**src/rtl/spi_slave_fsm_if.sv**
```systemverilog
// SPI slave transaction-controller bus: conditioned SPI inputs plus data-memory and MISO signals.
// Latency: none (signal bundle only).
// Backpressure: none; the controller paces itself on the SCLK edge pulses.
interface spi_slave_fsm_if #(
   parameter int DATAWIDTH = 8,
   parameter int ADDRWIDTH = 7
);
   logic                 cs_cond;
   logic                 sclk_pos;
   logic                 sclk_neg;
   logic                 mosi_cond;
   logic [DATAWIDTH-1:0] dm_rdata;
   logic [ADDRWIDTH-1:0] dm_addr;
   logic [DATAWIDTH-1:0] dm_wdata;
   logic                 dm_we;
   logic                 miso_q;
   logic                 miso_oe;

   // The transaction controller itself
   modport slave (
      input  cs_cond, sclk_pos, sclk_neg, mosi_cond, dm_rdata,
      output dm_addr, dm_wdata, dm_we, miso_q, miso_oe
   );

   // Conditioners and data memory driving the controller
   modport master (
      output cs_cond, sclk_pos, sclk_neg, mosi_cond, dm_rdata,
      input  dm_addr, dm_wdata, dm_we, miso_q, miso_oe
   );
endinterface

```
**src/rtl/spi_slave_fsm.sv**
```systemverilog
// SPI memory-slave transaction controller: address/RW byte then one data byte, MSB first.
// Latency: dm_addr valid 2 clk after the 8th address rise; dm_we 1 clk after the 8th data rise.
// Backpressure: none; the SPI master paces all shifts, and CS high aborts any transaction.
module spi_slave_fsm #(
   parameter int DATAWIDTH = 8,
   parameter int ADDRWIDTH = 7
) (
   input  logic              clk,
   input  logic              reset,
   spi_slave_fsm_if.slave    io_bus
);

   localparam int CW = $clog2(DATAWIDTH + 1);

   typedef enum logic [2:0] {
      S_IDLE        = 3'd0,
      S_GET_ADDR    = 3'd1,
      S_GOT_ADDR    = 3'd2,
      S_READ_LOAD   = 3'd3,
      S_READ_SHIFT  = 3'd4,
      S_WRITE_SHIFT = 3'd5,
      S_WRITE_MEM   = 3'd6,
      S_DONE        = 3'd7
   } state_t;

   state_t                r_state;
   state_t                w_next;
   logic [DATAWIDTH-1:0]  r_sr;
   logic [CW-1:0]         r_cnt;
   logic [ADDRWIDTH-1:0]  r_dm_addr;
   logic                  r_miso_q;
   logic                  r_miso_oe;
   logic                  w_dm_we;

   // CS going high ends any transaction and beats every other event this cycle
   logic w_abort;
   logic w_last;
   logic w_shift_in;
   logic w_shift_out;

   assign w_abort     = io_bus.cs_cond && (r_state != S_IDLE);
   assign w_last      = (r_cnt == CW'(DATAWIDTH - 1));
   // Only the edge that matters in the current state acts; the other is ignored
   assign w_shift_in  = !w_abort && io_bus.sclk_pos &&
                        ((r_state == S_GET_ADDR) || (r_state == S_WRITE_SHIFT));
   assign w_shift_out = !w_abort && io_bus.sclk_neg && (r_state == S_READ_SHIFT);

   // State register
   always_ff @(posedge clk or posedge reset) begin
      if (reset) r_state <= S_IDLE;
      else       r_state <= w_next;
   end

   // Next-state decode; abort is checked first so an aborted write never reaches WRITE_MEM
   always_comb begin
      w_next = r_state;
      if (w_abort) begin
         w_next = S_IDLE;
      end else begin
         case (r_state)
            S_IDLE:        if (!io_bus.cs_cond)              w_next = S_GET_ADDR;
            S_GET_ADDR:    if (io_bus.sclk_pos && w_last)    w_next = S_GOT_ADDR;
            S_GOT_ADDR:    w_next = r_sr[0] ? S_READ_LOAD : S_WRITE_SHIFT;
            S_READ_LOAD:   w_next = S_READ_SHIFT;
            S_READ_SHIFT:  if (io_bus.sclk_neg && w_last)    w_next = S_DONE;
            S_WRITE_SHIFT: if (io_bus.sclk_pos && w_last)    w_next = S_WRITE_MEM;
            S_WRITE_MEM:   w_next = S_DONE;
            S_DONE:        w_next = S_DONE;
            default:       w_next = S_IDLE;
         endcase
      end
   end

   // Moore output decode: write strobe is purely the WRITE_MEM state
   always_comb begin
      w_dm_we = (r_state == S_WRITE_MEM);
   end

   // Shift register: MOSI shift-in, MISO shift-out, or parallel load of memory read data
   always_ff @(posedge clk or posedge reset) begin
      if (reset) begin
         r_sr <= '0;
      end else if (w_shift_in) begin
         r_sr <= {r_sr[DATAWIDTH-2:0], io_bus.mosi_cond};
      end else if (w_shift_out) begin
         r_sr <= {r_sr[DATAWIDTH-2:0], 1'b0};
      end else if ((r_state == S_READ_LOAD) && !w_abort) begin
         r_sr <= io_bus.dm_rdata;
      end
   end

   // Bit counter: cleared between bytes and whenever the transaction is not running
   always_ff @(posedge clk or posedge reset) begin
      if (reset) begin
         r_cnt <= '0;
      end else if ((r_state == S_IDLE) || (r_state == S_GOT_ADDR) || w_abort) begin
         r_cnt <= '0;
      end else if (w_shift_in || w_shift_out) begin
         r_cnt <= r_cnt + CW'(1);
      end
   end

   // Address latch: upper bits of the first byte, low bit is the R/W flag
   always_ff @(posedge clk or posedge reset) begin
      if (reset) begin
         r_dm_addr <= '0;
      end else if ((r_state == S_GOT_ADDR) && !w_abort) begin
         r_dm_addr <= r_sr[DATAWIDTH-1:1];
      end
   end

   // MISO bit register: takes the shift register MSB on each falling SCLK of a read
   always_ff @(posedge clk or posedge reset) begin
      if (reset) begin
         r_miso_q <= 1'b0;
      end else if (w_shift_out) begin
         r_miso_q <= r_sr[DATAWIDTH-1];
      end
   end

   // MISO enable: on from the read load until CS rises, held through DONE
   always_ff @(posedge clk or posedge reset) begin
      if (reset) begin
         r_miso_oe <= 1'b0;
      end else if (w_abort) begin
         r_miso_oe <= 1'b0;
      end else if (r_state == S_READ_LOAD) begin
         r_miso_oe <= 1'b1;
      end
   end

   assign io_bus.dm_addr  = r_dm_addr;
   assign io_bus.dm_wdata = r_sr;
   assign io_bus.dm_we    = w_dm_we;
   assign io_bus.miso_q   = r_miso_q;
   assign io_bus.miso_oe  = r_miso_oe;

endmodule

```
**src/flat_wrapper.sv**
```systemverilog
// flat-port wrapper written by rule: the top's interface ports become plain ports
module spi_slave_fsm_flat 
#(
   parameter int DATAWIDTH = 8,
   parameter int ADDRWIDTH = 7
)
  (clk, reset, io_bus_cs_cond, io_bus_sclk_pos, io_bus_sclk_neg, io_bus_mosi_cond, io_bus_dm_rdata, io_bus_dm_addr, io_bus_dm_wdata, io_bus_dm_we, io_bus_miso_q, io_bus_miso_oe);
  spi_slave_fsm_if #(.DATAWIDTH(DATAWIDTH), .ADDRWIDTH(ADDRWIDTH)) io_bus_i ();
  input  logic clk;
  input  logic reset;
  input wire logic [$bits(io_bus_i.cs_cond)-1:0] io_bus_cs_cond;
  input wire logic [$bits(io_bus_i.sclk_pos)-1:0] io_bus_sclk_pos;
  input wire logic [$bits(io_bus_i.sclk_neg)-1:0] io_bus_sclk_neg;
  input wire logic [$bits(io_bus_i.mosi_cond)-1:0] io_bus_mosi_cond;
  input wire logic [$bits(io_bus_i.dm_rdata)-1:0] io_bus_dm_rdata;
  output wire logic [$bits(io_bus_i.dm_addr)-1:0] io_bus_dm_addr;
  output wire logic [$bits(io_bus_i.dm_wdata)-1:0] io_bus_dm_wdata;
  output wire logic [$bits(io_bus_i.dm_we)-1:0] io_bus_dm_we;
  output wire logic [$bits(io_bus_i.miso_q)-1:0] io_bus_miso_q;
  output wire logic [$bits(io_bus_i.miso_oe)-1:0] io_bus_miso_oe;
  assign io_bus_i.cs_cond = io_bus_cs_cond;
  assign io_bus_i.sclk_pos = io_bus_sclk_pos;
  assign io_bus_i.sclk_neg = io_bus_sclk_neg;
  assign io_bus_i.mosi_cond = io_bus_mosi_cond;
  assign io_bus_i.dm_rdata = io_bus_dm_rdata;
  assign io_bus_dm_addr = io_bus_i.dm_addr;
  assign io_bus_dm_wdata = io_bus_i.dm_wdata;
  assign io_bus_dm_we = io_bus_i.dm_we;
  assign io_bus_miso_q = io_bus_i.miso_q;
  assign io_bus_miso_oe = io_bus_i.miso_oe;
  spi_slave_fsm #(.DATAWIDTH(DATAWIDTH), .ADDRWIDTH(ADDRWIDTH)) u_core (.clk(clk), .reset(reset), .io_bus(io_bus_i));
endmodule
```
**config.mk**
```make
export PLATFORM = sky130hd
export DESIGN_NAME = spi_slave_fsm_flat
export DESIGN_NICKNAME = d
export VERILOG_FILES = /design/src/rtl/spi_slave_fsm_if.sv /design/src/rtl/spi_slave_fsm.sv /design/src/flat_wrapper.sv
export SDC_FILE = /design/constraint.sdc
export NUM_CORES = 1
export LEC_CHECK = 0
export CAP_MARGIN = 20
export CORE_ASPECT_RATIO = 1.4
export CORE_MARGIN = 2
export CORE_UTILIZATION = 35
export DETAILED_ROUTE_END_ITERATION = 16
export HOLD_SLACK_MARGIN = 0.08
export RECOVER_POWER = 25
export SLEW_MARGIN = 20
export SYNTH_ARGS = -nofsm -noshare
export SYNTH_HDL_FRONTEND = slang
export SYNTH_SLANG_ARGS = --single-unit
```
**constraint.sdc**
```tcl
create_clock -name clk -period 2 [get_ports clk]
set_input_delay 0.4 -clock clk [delete_from_list [all_inputs] [get_ports clk]]
set_output_delay 0.4 -clock clk [all_outputs]
set_load 0.05 [all_outputs]
```
[After elaboration in Yosys (flattened, before gate mapping)]
Index checks and enable logic that the tools add are counted.
Cells by class
  add/sub/neg operators: 1
  muxes and demuxes: 14
  reduce and logical (&&, ||, !) cells: 21
  equal/unequal tests: 12
Operators by type and width (count)
  $mux 8: 3
  $pmux 3 s7: 1
  $mux 3: 6
  $eq 3x3->1 const B: 4
  $ne 3x2->1 const B: 4
  $logic_and 1x1->1: 9
  $mux 4: 2
  $eq 3x2->1 const B: 2
  $reduce_bool 3->1: 2
  $add 4x1->4 const B: 1
  $eq 4x3->1 const B: 1
  $logic_or 1x1->1: 4
  $reduce_and 4->1: 1
  $reduce_bool 2->1: 2
  $eq 3x1->1 const B: 1
  $logic_not 3->1: 1
  $mux 1: 2
  $reduce_or 2->1: 1
  $logic_not 1->1: 1
Storage, ports and cells
  output and inout bits: 18
  word-level logic and storage cells: 54
  input bits: 14
  bits in registers: 24

[Depth between registers and ports, before layout]
  depth after elaboration: 8
  mapped depth: 6
  gate-level depth less buffers: 5

[Least setup slack after synthesis]
OpenSTA, ideal clock, no wires.
  kind: register -> output
  from: register u_core.r_state[0]
  to: output io_bus_dm_we
  path buffers: 1
  stages on the path, launching flop included: 3
  path slack: -163 ps
  arrival: 1763 ps
  required time: 1600 ps
  path through: dfrtp_1 > buf_2 > nor3b_1
Between the ends
  word-level cells in the longest chain between the ends: 1
Ends and longest elaborated chain
  start, declared: RTL line spi_slave_fsm.sv:26  | state_t r_state;
  start signal, assigned: RTL line spi_slave_fsm.sv:51  | else r_state <= w_next;
  $eq 3x3->1: RTL line spi_slave_fsm.sv:76  | w_dm_we = (r_state == S_WRITE_MEM);
  end, declared: RTL line flat_wrapper.sv:18  | output wire logic [$bits(io_bus_i.dm_we)-1:0] io_bus_dm_we;
Every way passes these cells.

[Worst setup path in the final report]
  from: register u_core.r_sr[2], in the netlist u_core.io_bus.dm_wdata[2]
  to: output io_bus_dm_wdata[2]
RTL lines
  start, declared: RTL line spi_slave_fsm.sv:28  | logic [DATAWIDTH-1:0] r_sr;
  start signal, assigned: RTL line spi_slave_fsm.sv:84  | r_sr <= {r_sr[DATAWIDTH-2:0], io_bus.mosi_cond};
  start signal, assigned: RTL line spi_slave_fsm.sv:86  | r_sr <= {r_sr[DATAWIDTH-2:0], 1'b0};
  start signal, assigned: RTL line spi_slave_fsm.sv:88  | r_sr <= io_bus.dm_rdata;
  end, declared: RTL line flat_wrapper.sv:17  | output wire logic [$bits(io_bus_i.dm_wdata)-1:0] io_bus_dm_wdata;
No word-level cell between the ends.

==> out/metrics.yaml <==
setup_path:
  path_class: "reg -> out"
  setup.reg_to_reg.worst_slack_ns: 0.34
  critical_path_peak_fanout: 4
  regToRegEndpoint: "u_core.r_cnt[3]"
  path_cells: "clkdlybuf4s50_1"
  endpoint: "io_bus_dm_wdata[2]"
  critical_path_arrival_ns: 1.50
  crit_path_start: "u_core.io_bus.dm_wdata[2]"
  worst_path_largest_cell_delay_ns: 0.83
  start_kind: "register"
  reg_to_reg_start: "u_core.r_state[0]"
  crit_buf_inv: 1
  worst-path-stages: 1
  worst_path_dominant_cell_family: "buffers and inverters"
  cp_data_required_time_ns: 1.60
  reg2regPathDepth: 5
  setup.worst_path.end_class: "output port"
  critPathSlowestCell: "sky130_fd_sc_hd__clkdlybuf4s50_1"
timing:
  timing_hold_violations_final: 0
  max_clock_freq_mhz: 526
  min_period_over_period: 0.950
  slew_violations: 0
  report.final.setup_viol: 0
  max_slew_margin: 0.157
  rsz0062_at_grt: "false"
  fin_tns_setup_ns: 0
  fin_worst_skew_ns: 0.00189
  worst_slew_pin_slew_ns: 1.26
  final.min_clock_period_ns: 1.90
  fin_hold_ws_ns: 0.501
layout:
  fillerInstances: 336
  multi_input_combinational_cell_area_um2: 513
  final_area_mm2: 0.00164
  finalNetCount: 162
  register_area_um2: 601
  area_delta_synth_final_pct: 38.3
  diodes: 0
  drive_above_1_share: 0.164
route:
  via_count: 944
  wl_per_cell_um: 14.0
  top_signal_layer_used: "met4"
  wl_met1_um: 1150
  drt_iter0_markers: 20
  avgViaCountPerCell: 5.08
  final_routed_wirelength_across_all_metal_layers_um: 2600
  detail_route.drc_violations: 0
  met3WireLength_um: 138
  ant_nets: 0
  met2_wire_length_um: 1290
  dr.pass1.iters: 4
status:
  outcome: "completed"
power:
  p_leak_nw: 0.690
  cellPowerDensity_mw_per_mm2: 1530
  peakVddDrop_v: 0.000973
logic_synthesis:
  number_of_distinct_library_cells_after_synthesis: 36
  synthFlopType: "sky130_fd_sc_hd__dfrtp_1"
  synth_area_leaders: "sky130_fd_sc_hd__dfrtp_1, sky130_fd_sc_hd__mux2_2, sky130_fd_sc_hd__a22oi_1, sky130_fd_sc_hd__o21ai_0, sky130_fd_sc_hd__inv_1"
  yosysTopAreaCellShare: 0.506
  yosysTopAreaCell: "sky130_fd_sc_hd__dfrtp_1"
  syn_nets: 125
  postSynthAreaPerCell_um2: 10.8
  synth_warnings: 0
  synth-seq-cells: 24
  yosysMostFrequentCell: "sky130_fd_sc_hd__dfrtp_1"
  syn_inst: 110
  netlist_top_cells_count: "sky130_fd_sc_hd__dfrtp_1, sky130_fd_sc_hd__inv_1, sky130_fd_sc_hd__o21ai_0"
  post_synth_edffs: 0
  syn-cell-area_mm2: 0.00119
  yosysSeqAreaShare: 0.506
  ys_async_sr_fraction: 1.00
clock_tree:
  post_cts_hold_buffer_count: 0
  cts.clk_slew.worst_paths_ns: 0.08
  cts-buffers-inserted: 3
  clock_sink_count: 24
  cts_setup_buffers: 0
  cts_tree: "built"
  clk_path_buf_depth: 2
  cts_resized: 0
  worst_skew_pair.late_latency_ns: 0.26
  cts_root_buf: "sky130_fd_sc_hd__clkbuf_8"
  cts_max_level: 1
global_route:
  globalRouteTotalUtil: 0.151
  grt-ovfl-total: 0
  grt_antenna_before_repair: 0
  grt_start_max_net_pins: 25
  vias_in_the_first_global_route: 993
  wire_length_of_the_first_global_routing_pass_um: 4370
die:
  effective_utilization_at_floorplan: 0.358
  die_w_um: 53.2
  core.rowCount: 25
  total_die_area_mm2: 0.00388
  floorplan.io_pins: 32
  core_area_mm2: 0.00332
  die-height_um: 72.9
place:
  port_buffers: 31
  postPlaceCellArea_mm2: 0.00157
  place_congestion: 0.691
  place_hpwl_um: 1900
run:
  max-cap-violations: 0
min_path:
  hp-class: "reg -> reg"
cells in the final DEF (no fill, tap or decap), types with 2 or more instances in the layout:
cell and n:
sky130_fd_sc_hd__a22oi_1 7, sky130_fd_sc_hd__nor2b_1 5, sky130_fd_sc_hd__o21ai_0 9, sky130_fd_sc_hd__inv_1 10, sky130_fd_sc_hd__mux2i_1 3, sky130_fd_sc_hd__a21oi_1 2, sky130_fd_sc_hd__buf_4 6, sky130_fd_sc_hd__nand2_1 7
sky130_fd_sc_hd__clkdlybuf4s50_1 30, sky130_fd_sc_hd__nand3b_1 2, sky130_fd_sc_hd__dfrtp_1 24, sky130_fd_sc_hd__o22ai_1 2, sky130_fd_sc_hd__nor3b_2 2, sky130_fd_sc_hd__nand2b_1 2, sky130_fd_sc_hd__nor2_1 5, sky130_fd_sc_hd__clkbuf_8 3
sky130_fd_sc_hd__mux2_2 7
registers in the layout (all words and copies together), names as in the netlist:
signal	cells
u_core.io_bus.dm_wdata	8
u_core.io_bus.dm_addr	7
u_core.r_cnt	4
u_core.r_state	3
u_core.io_bus.miso_oe	1
u_core.io_bus.miso_q	1
metrics by stage:
stage,power [W],cells,utilization,setup slack [ns]
6_report,0.00251,186,0.495,0.0997
5_1_grt,0.00264,186,0.495,0.0396
4_1_cts,0.00254,186,0.496,0.0872
3_5_place_dp,0.00211,182,0.475,0.0791
3_3_place_gp,0.00210,182,0.475,0.104
2_1_floorplan,0.00166,110,-,0.326
cell type report:
class                   count  share of cell area
multi-input cells          70               0.313
well taps                  40              0.0305
repair buffers             38               0.225
inverters                  10              0.0229
flip-flops and latches     24               0.366
clock buffers               3              0.0252
clock inverters             1              0.0183
power by group:
group | switching [W] | internal (W) | total (W) | leakage (nW)
clock network | 0.000152 | 0.000267 | 0.000419 | 0.0357
registers | 0.000176 | 0.000660 | 0.000836 | 0.306
logic | 0.000796 | 0.000463 | 0.00126 | 0.349
cells by family (layout without fill, tap and decap cells):
family / after synthesis / after routing / synth area share
buf+inv: 16 / 52 / 0.0664
mux: 10 / 10 / 0.0917
compound gates: 29 / 29 / 0.165
simple gates: 29 / 29 / 0.153
flops: 24 / 24 / 0.506
xor+xnor: 1 / 1 / 0.00738
fa+ha+maj: 1 / 1 / 0.0105
metal layers:
metal  track usage  up-vias
li1              -      459
met1         0.185      454
met2         0.262       29
met3        0.0266        2
met4        0.0513        0
met5             0        -
how the worst min path moves through the flow:
stage,from,to,slack [ns],cells after the start
final,u_core.r_cnt[3],u_core.r_cnt[3],0.50,1
after global routing,u_core.r_cnt[3],u_core.r_cnt[3],0.52,1
after CTS,reset,u_core.io_bus.dm_addr[3],0.48,3
after global placement,u_core.r_cnt[3],u_core.r_cnt[3],0.46,1
after floorplan,reset,u_core.io_bus.dm_addr[0],0.41,1
after detailed placement,u_core.r_cnt[3],u_core.r_cnt[3],0.49,1
No activity file was read; power rests on OpenSTA's default activity.
